## config.mk

```make
export PLATFORM = sky130hd
export DESIGN_NAME = spi_master
export DESIGN_NICKNAME = d
export VERILOG_FILES = /design/src/rtl/spi_master.sv
export SDC_FILE = /design/constraint.sdc
export NUM_CORES = 1
export LEC_CHECK = 0
export ABC_AREA = 1
export BUFFER_PORTS_ARGS = -buffer_cell sky130_fd_sc_hd__buf_2
export CELL_PAD_IN_SITES_DETAIL_PLACEMENT = 0
export CELL_PAD_IN_SITES_GLOBAL_PLACEMENT = 1
export CORE_MARGIN = 5
export CORE_UTILIZATION = 44
export DETAILED_ROUTE_END_ITERATION = 7
export PLACE_DENSITY = 0.94
export SLEW_MARGIN = 5
export SYNTH_ARGS = -nofsm -noshare
export SYNTH_HDL_FRONTEND = slang
export SYNTH_SLANG_ARGS = --single-unit
```

## constraint.sdc

```tcl
create_clock -name clk -period 2.5 [get_ports clk]
set_clock_uncertainty 0.1 [all_clocks]
set_input_delay 0.25 -clock clk [delete_from_list [all_inputs] [get_ports clk]]
set_output_delay 0.25 -clock clk [all_outputs]
set_load 0.02 [all_outputs]
```

## src/rtl/spi_master.sv

```systemverilog
// rtl/spi_master.sv - SPI mode-0 master bridging Avalon-ST byte streams to a serial link
module spi_master #(
    parameter int CLK_DIV    = 4,
    parameter int CSS_CYCLES = 2
) (
    input  logic       clk,
    input  logic       reset,
    input  logic [7:0] stsinkdata,
    input  logic       stsinkvalid,
    output logic       stsinkready,
    output logic [7:0] stsourcedata,
    output logic       stsourcevalid,
    input  logic       stsourceready,
    output logic       sclk,
    output logic       mosi,
    input  logic       miso,
    output logic       nss,
    output logic       busy
);
    localparam int MAX_CNT = (CLK_DIV > CSS_CYCLES) ? CLK_DIV : CSS_CYCLES;
    localparam int PW      = $clog2(MAX_CNT + 1);
    localparam logic [PW-1:0] DIV_LAST = PW'(CLK_DIV - 1);
    localparam logic [PW-1:0] CSS_LAST = PW'(CSS_CYCLES - 1);

    typedef enum logic [2:0] {
        IDLE, SETUP, SHIFT_LOW, SHIFT_HIGH, NEXT, HOLD, GAP
    } state_t;

    state_t        state, state_next;
    logic [PW-1:0] phase;
    logic [2:0]    bit_cnt;
    logic [7:0]    tx_sr;
    // Only seven earlier bits are kept; the eighth comes straight from miso.
    logic [6:0]    rx_sr;
    logic [7:0]    rx_next;
    logic          sink_fire;
    logic          source_fire;
    logic          load_tx;
    logic          shift_bit;

    assign stsinkready = !reset && (state == IDLE || state == NEXT) && !stsourcevalid;
    assign busy        = (state != IDLE);

    always_comb begin
        state_next  = state;
        load_tx     = 1'b0;
        shift_bit   = 1'b0;
        sink_fire   = stsinkvalid && stsinkready;
        source_fire = stsourcevalid && stsourceready;
        rx_next     = {rx_sr, miso};
        case (state)
            IDLE: begin
                if (sink_fire) begin
                    load_tx    = 1'b1;
                    state_next = SETUP;
                end
            end
            SETUP:     if (phase == CSS_LAST) state_next = SHIFT_LOW;
            SHIFT_LOW: if (phase == DIV_LAST) state_next = SHIFT_HIGH;
            SHIFT_HIGH: begin
                if (phase == DIV_LAST) begin
                    shift_bit  = 1'b1;
                    state_next = (bit_cnt == 3'd7) ? NEXT : SHIFT_LOW;
                end
            end
            NEXT: begin
                // A pending byte waits out the drain cycle; with none pending we leave at once.
                if (sink_fire) begin
                    load_tx    = 1'b1;
                    state_next = SHIFT_LOW;
                end else if ((!stsourcevalid || source_fire) && !stsinkvalid) begin
                    state_next = HOLD;
                end
            end
            HOLD:    if (phase == CSS_LAST) state_next = GAP;
            GAP:     if (phase == CSS_LAST) state_next = IDLE;
            default: state_next = IDLE;
        endcase
    end

    always_ff @(posedge clk) begin
        if (reset) begin
            state         <= IDLE;
            phase         <= '0;
            bit_cnt       <= 3'd0;
            tx_sr         <= 8'h00;
            rx_sr         <= 7'h00;
            stsourcedata  <= 8'h00;
            stsourcevalid <= 1'b0;
            sclk          <= 1'b0;
            mosi          <= 1'b0;
            nss           <= 1'b1;
        end else begin
            state <= state_next;
            phase <= (state_next != state) ? '0 : phase + PW'(1);

            if (load_tx) begin
                tx_sr <= stsinkdata;
            end else if (shift_bit) begin
                tx_sr <= {tx_sr[6:0], 1'b0};
            end

            if (shift_bit) begin
                rx_sr   <= rx_next[6:0];
                bit_cnt <= bit_cnt + 3'd1;
            end

            if (shift_bit && bit_cnt == 3'd7) begin
                stsourcedata  <= rx_next;
                stsourcevalid <= 1'b1;
            end else if (source_fire) begin
                stsourcevalid <= 1'b0;
            end

            // Pins are driven from the next state so they change together with it.
            nss  <= (state_next == IDLE || state_next == GAP);
            sclk <= (state_next == SHIFT_HIGH);
            case (state_next)
                IDLE, GAP: mosi <= 1'b0;
                SETUP, SHIFT_LOW, SHIFT_HIGH: begin
                    if (load_tx) begin
                        mosi <= stsinkdata[7];
                    end else if (shift_bit) begin
                        mosi <= tx_sr[6];
                    end else begin
                        mosi <= tx_sr[7];
                    end
                end
                default: mosi <= mosi;
            endcase
        end
    end
endmodule

```

==> results.sh, run 1 <==
export IMPL_max_freq_mhz=540
export IMPL_grt_pass1_wl_mm=5.54
export IMPL_clk_pin_slew_ps=70
export IMPL_synth_warnings=0
export IMPL_max_slew_margin=0.641
export IMPL_ys_seq_area_frac=0.420
export IMPL_dp_slack_ps=644
export IMPL_numCtsBuffers=5
export IMPL_hold_slack_ps=131
export IMPL_layout_common_cells="36 x dfxtp_1, 33 x nor2_1, 31 x nand2_1"
export IMPL_fin_crit_sh=0.741
export IMPL_syn_num_nets=230
export IMPL_core_um2=3720
export IMPL_path_class="reg2reg"
export IMPL_antenna_left=0
export IMPL_drt_iter0_drc=77
export IMPL_wl_per_cell_um=11.3
export IMPL_dr_total_vias=1405
export IMPL_place_congestion=0.823
export IMPL_vias_per_cell=4.93
export IMPL_status="complete, no violations"
export IMPL_nFillCells=394
export IMPL_slew_violations=0
export IMPL_diodes=0
export IMPL_fin_cells=285
export IMPL_drive_gt1_frac=0.253
export IMPL_final_area_um2=1940
export IMPL_startpoint_type="flop"
export IMPL_drc=0
export IMPL_synth_cell_types=30
export IMPL_endpoint_kind="flop"
export IMPL_portBuffers=26
export IMPL_maxCapViolCount=0
export IMPL_antenna_found_initial=0
export IMPL_die_h_um=72.5
export IMPL_setup_tns_ps=0
export IMPL_fin_crit_ps=1850
export IMPL_syn_area_per_cell_um2=8.10
export IMPL_dp_cells=277
export IMPL_io_pins=27
export IMPL_synth_largest_area_cell="dfxtp_1"
export IMPL_htree_levels=2
export IMPL_totalWireLength_mm=3.23
export IMPL_rsz0062_at_grt="no"
export IMPL_start_util=0.462
export IMPL_synth_seq_cells=36
export IMPL_ctsHoldBuffers=0
export IMPL_cts_path_max_buffers=2
export IMPL_hp_class="in2reg"
export IMPL_hold_viol_final=0
export IMPL_grt_start_max_net_pins=20
export IMPL_synthesis_area_um2=1720
export IMPL_grt_ovfl_total=0
export IMPL_clockRootBuffer="clkbuf_8"
export IMPL_cp_data_required_time_ps=2580
export IMPL_peakVddDrop_mv=0.319
export IMPL_area_growth_pct=12.7
export IMPL_grt_pass1_vias=1305
export IMPL_setup_ws_ps=648
export IMPL_die_w_um=72.5
export IMPL_nets=254
export IMPL_die_area_um2=5250
export IMPL_firstDrtPassIters=5
export IMPL_synthTopCellsByArea="dfxtp_1 42%, nor2_1 7.2%, nand2_1 6.8%"
export IMPL_grt_use_total=0.134
export IMPL_yosys_area_top_type_share=0.420
export IMPL_row_count=22
export IMPL_clkLatencyLatePin_ps=290
export IMPL_place_hpwl_mm=2.41
export IMPL_crit_path_max_fanout=12
export IMPL_post_cts_buffers=0
export IMPL_ctsResizeCount=0
export IMPL_power_density_nw_per_um2=648
export IMPL_layout_commonest_cell="dfxtp_1"
export IMPL_dpl_instance_area_um2=1830
export IMPL_setup_violations=0
export IMPL_max_slew_worst_pin_slew_ps=537
export IMPL_syn_inst=212
export IMPL_cp_data_arrival_time_ps=1930
export IMPL_cts_tree="done"
export IMPL_cts_sinks=36
export IMPL_p_leak_nw=0.939
==> report_power, final <==
group / switching [mW] / internal, mW / leakage, nW / total, mW
combinational: 0.0902 / 0.0515 / 0.592 / 0.142
clock: 0.201 / 0.296 / 0.0552 / 0.496
sequential: 0.0206 / 0.596 / 0.292 / 0.617
==> kinds of logic after synthesis <==
group,after synthesis,synth area share
xor gates and xnor gates,1,0.00510
AOI/OAI and AO/OA,33,0.122
buffers and inverters,33,0.102
and+or+nand+nor,104,0.315
DFF,36,0.420
adders and majority gates,5,0.0364
==> worst max-delay path, stage by stage (launching register included) <==
cell	delay [ps]
dfxtp_1	370
ha_1	160
ha_1	280
inv_2	110
nor2_8	180
nand2_4	100
inv_2	190
nor2_1	100
nand3_2	110
nor3_1	50
==> worst paths after layout <==
path                            slack [ps]                          from                      endpoint  depth (start not counted)
worst min register to register         350  stsourcedata[6]$_SDFFE_PP0P_  stsourcedata[6]$_SDFFE_PP0P_                          2
worst min-delay path                   130                 stsinkdata[0]         tx_sr[0]$_SDFFE_PP0P_                          3
worst max-delay path                   650           phase[0]$_SDFF_PP0_           phase[0]$_SDFF_PP0_                          9
worst max register to register         650           phase[0]$_SDFF_PP0_           phase[0]$_SDFF_PP0_                          9
==> cells in the mapped netlist <==
cell type	number
nor2_1	33
nor3_2	1
ha_1	5
o21ai_0	9
o211ai_1	2
nand2_4	2
inv_4	2
o21ai_2	1
inv_1	17
nand3_2	3
o21a_1	1
nand4_1	7
nor3_1	5
nor2_8	2
nor2_4	1
a21oi_1	13
clkinv_1	1
o221ai_1	5
a211oi_2	2
buf_6	6
xor2_1	1
nand2_1	31
nand3_4	1
inv_2	4
nand3_1	10
clkbuf_1	2
nand2_2	4
buf_2	1
dfxtp_1	36
nor2_2	4
==> state kept, by name, indices dropped and copies added (netlist names) <==
signal / count
phase: 3
stsourcedata: 8
nss: 1
stsourcevalid: 1
sclk: 1
state: 3
mosi: 1
rx_sr: 7
tx_sr: 8
bit_cnt: 3
==> area by class of cell <==
| cell class | instances | area [µm²] | share of cell area |
|---|---|---|---|
| multi-input cells | 143 | 822 | 0.425 |
| flip-flops and latches | 36 | 721 | 0.372 |
| repair buffers | 26 | 130 | 0.0672 |
| inverters | 24 | 95.1 | 0.0491 |
| clock buffers | 6 | 72.6 | 0.0375 |
| well taps | 48 | 60.1 | 0.0310 |
| clock inverters | 2 | 35.0 | 0.0181 |
==> layer usage <==
layer	wire length, µm	track usage
met5	0	0
met4	38	0.0451
met3	127	0.0471
met2	1570	0.222
met1	1490	0.159
==> through the flow <==
stage / power (mW) / util
global route: 1.31 / 0.521
floorplan: 0.742 / -
detailed placement: 0.773 / 0.492
global placement: 0.772 / 0.492
finish: 1.25 / 0.521
CTS: 1.26 / 0.521
Note: power is estimated with default switching activity, not from simulation.
==> run 2, diff against run 1 <==
- CORE_UTILIZATION: 44 -> 41
- PLACE_DENSITY: 0.94 -> 0.89
- clock period: 2.5 -> 1.9 ns (I/O delays scaled with it)
==> run 2 against run 1 <==
Compared with the run above: power grew 38%; utilization down 2.3 points; combinational power up 38%; die area is 6.3% higher; count of clock-buffer cells in the layout grew 1; sequential power up 31%; first-iteration DRC count decreased by 12%; final cell count up 2.8%; global-route usage up 0.39 points; wire length grew 4.1%; critical path type is now reg2out; largest cell class unchanged.
==> results.sh, run 2 (synthesized netlist as in run 1, its figures left out) <==
export IMPL_pwr_share_comb=0.113
export IMPL_max_slew_margin=0.636
export IMPL_diodes=0
export IMPL_antenna_found_initial=0
export IMPL_place_hpwl_mm=2.56
export IMPL_clkLatencyLatePin_ps=290
export IMPL_max_stage_delay_ps=480
export IMPL_fin_crit_sh=0.909
export IMPL_grt_start_max_net_pins=19
export IMPL_drc=0
export IMPL_fin_cells=293
export IMPL_htree_levels=2
export IMPL_p_leak_nw=0.976
export IMPL_clk_pin_slew_ps=70
export IMPL_status="complete, no violations"
export IMPL_io_pins=27
export IMPL_p_seq_frac=0.469
export IMPL_vias_per_cell=4.83
export IMPL_top_regs="stsourcedata (8), tx_sr (8), rx_sr (7)"
export IMPL_cpMaxStageDelayCell="dfxtp_1"
export IMPL_die_area_um2=5580
export IMPL_clockRootBuffer="clkbuf_8"
export IMPL_setup_tns_ps=0
export IMPL_wl_per_cell_um=11.5
export IMPL_cts_path_max_buffers=2
export IMPL_drive_gt1_frac=0.284
export IMPL_maxCapViolCount=0
export IMPL_dr_total_vias=1415
export IMPL_power_density_nw_per_um2=862
export IMPL_drt_iter0_drc=68
export IMPL_antenna_left=0
export IMPL_place_congestion=0.879
export IMPL_wl_met1_mm=1.67
export IMPL_portBuffers=26
export IMPL_p_int_mw=1.32
export IMPL_start_util=0.426
export IMPL_peakVddDrop_mv=0.507
export IMPL_endpoint_kind="primary output"
export IMPL_max_slew_worst_pin_slew_ps=545
export IMPL_cp_data_required_time_ps=1610
export IMPL_numCtsBuffers=5
export IMPL_power_mw=1.73
export IMPL_layout_common_cells="36 x dfxtp_1, 32 x nor2_1, 31 x nand2_1"
export IMPL_die_w_um=74.7
export IMPL_p_sw_uw=407
export IMPL_nets=260
export IMPL_dp_cells=285
export IMPL_ctsHoldBuffers=0
export IMPL_nFillCells=415
export IMPL_final_area_um2=2010
export IMPL_grt_pass1_wl_mm=5.87
export IMPL_max_freq_mhz=579
export IMPL_worstPathCellList="nor2_8 > inv_1 > nor3_1 > buf_2"
export IMPL_slew_violations=0
export IMPL_rsz0062_at_grt="no"
export IMPL_p_sw_frac=0.235
export IMPL_grt_pass1_vias=1365
export IMPL_layout_commonest_cell="dfxtp_1"
export IMPL_wl_met2_mm=1.51
export IMPL_grt_ovfl_total=0
export IMPL_crit_path_max_fanout=8
export IMPL_cp_data_arrival_time_ps=1440
export IMPL_cts_sinks=36
export IMPL_grt_use_total=0.137
export IMPL_clkPwrFrac=0.418
export IMPL_totalWireLength_mm=3.36
export IMPL_post_cts_buffers=0
export IMPL_hold_viol_final=0
export IMPL_met3_length_um=122
export IMPL_firstDrtPassIters=3
export IMPL_setup_violations=0
export IMPL_cts_tree="done"
export IMPL_row_count=23
export IMPL_area_growth_pct=16.8
export IMPL_ctsResizeCount=0
export IMPL_dpl_instance_area_um2=1880
export IMPL_die_h_um=74.7
export IMPL_hp_class="in2reg"
export IMPL_fin_crit_ps=1730
export IMPL_startpoint_type="flop"
export IMPL_path_class="reg2out"
export IMPL_top_layer_used="met4"
export IMPL_core_um2=4030
[run 2: cell count changes in the layout (fill, tap and decap cells not counted), sizes merged]
cell	change
clkinv	-1
buf	+6
clkbuf	+1
[run 2: worst max-delay path: cells and delay by family, from the launching register on]
kind / cells / cell delay (ps)
buffers and inverters: 2 / 260
DFF: 1 / 480
and+or+nand+nor: 2 / 420
[run 2: power by group through the flow]
stage | sequential (mW) | clock (mW) | combinational, mW
final | 0.811 | 0.723 | 0.196
after global routing | 0.814 | 0.782 | 0.222
after CTS | 0.811 | 0.747 | 0.197
after detailed placement | 0.829 | 0 | 0.196
after global placement | 0.828 | 0 | 0.196
after floorplan | 0.818 | 0 | 0.159
[run 2: per-stage QoR]
step | utilization | hold slack, ps | setup slack, ps
finish | 0.498 | 18.6 | 173
global placement | 0.466 | 326 | 120
CTS | 0.497 | 15.2 | 52.5
global route | 0.498 | 21.9 | 25.9
floorplan | - | 248 | 282
detailed placement | 0.466 | 325 | 68.0
[run 2: worst paths after layout]
check,slack (ps),from,cells past startpoint,to
setup reg to reg,180,state[1]$_SDFF_PP0_,9,mosi$_SDFFE_PP0P_
setup / recovery,170,state[0]$_SDFF_PP0_,4,stsinkready
hold / removal,20,reset,2,tx_sr[1]$_SDFFE_PP0P_
hold reg to reg,360,stsourcedata[6]$_SDFFE_PP0P_,2,stsourcedata[6]$_SDFFE_PP0P_
[run 2: layout make-up]
class | instances | area, µm² | share of cell area
Multi-Input combinational cell | 143 | 827 | 0.412
Sequential cell | 36 | 721 | 0.359
Timing Repair Buffer | 32 | 175 | 0.0873
Clock buffer | 7 | 96.3 | 0.0480
Inverter | 24 | 95.1 | 0.0474
Tap cell | 50 | 62.6 | 0.0312
Clock inverter | 1 | 30.0 | 0.0150
[run 2: per-layer routing]
metal / vias up / track usage
met5: - / 0
met4: 0 / 0.0613
li1: 763 / -
met2: 15 / 0.213
met1: 631 / 0.178
met3: 6 / 0.0401
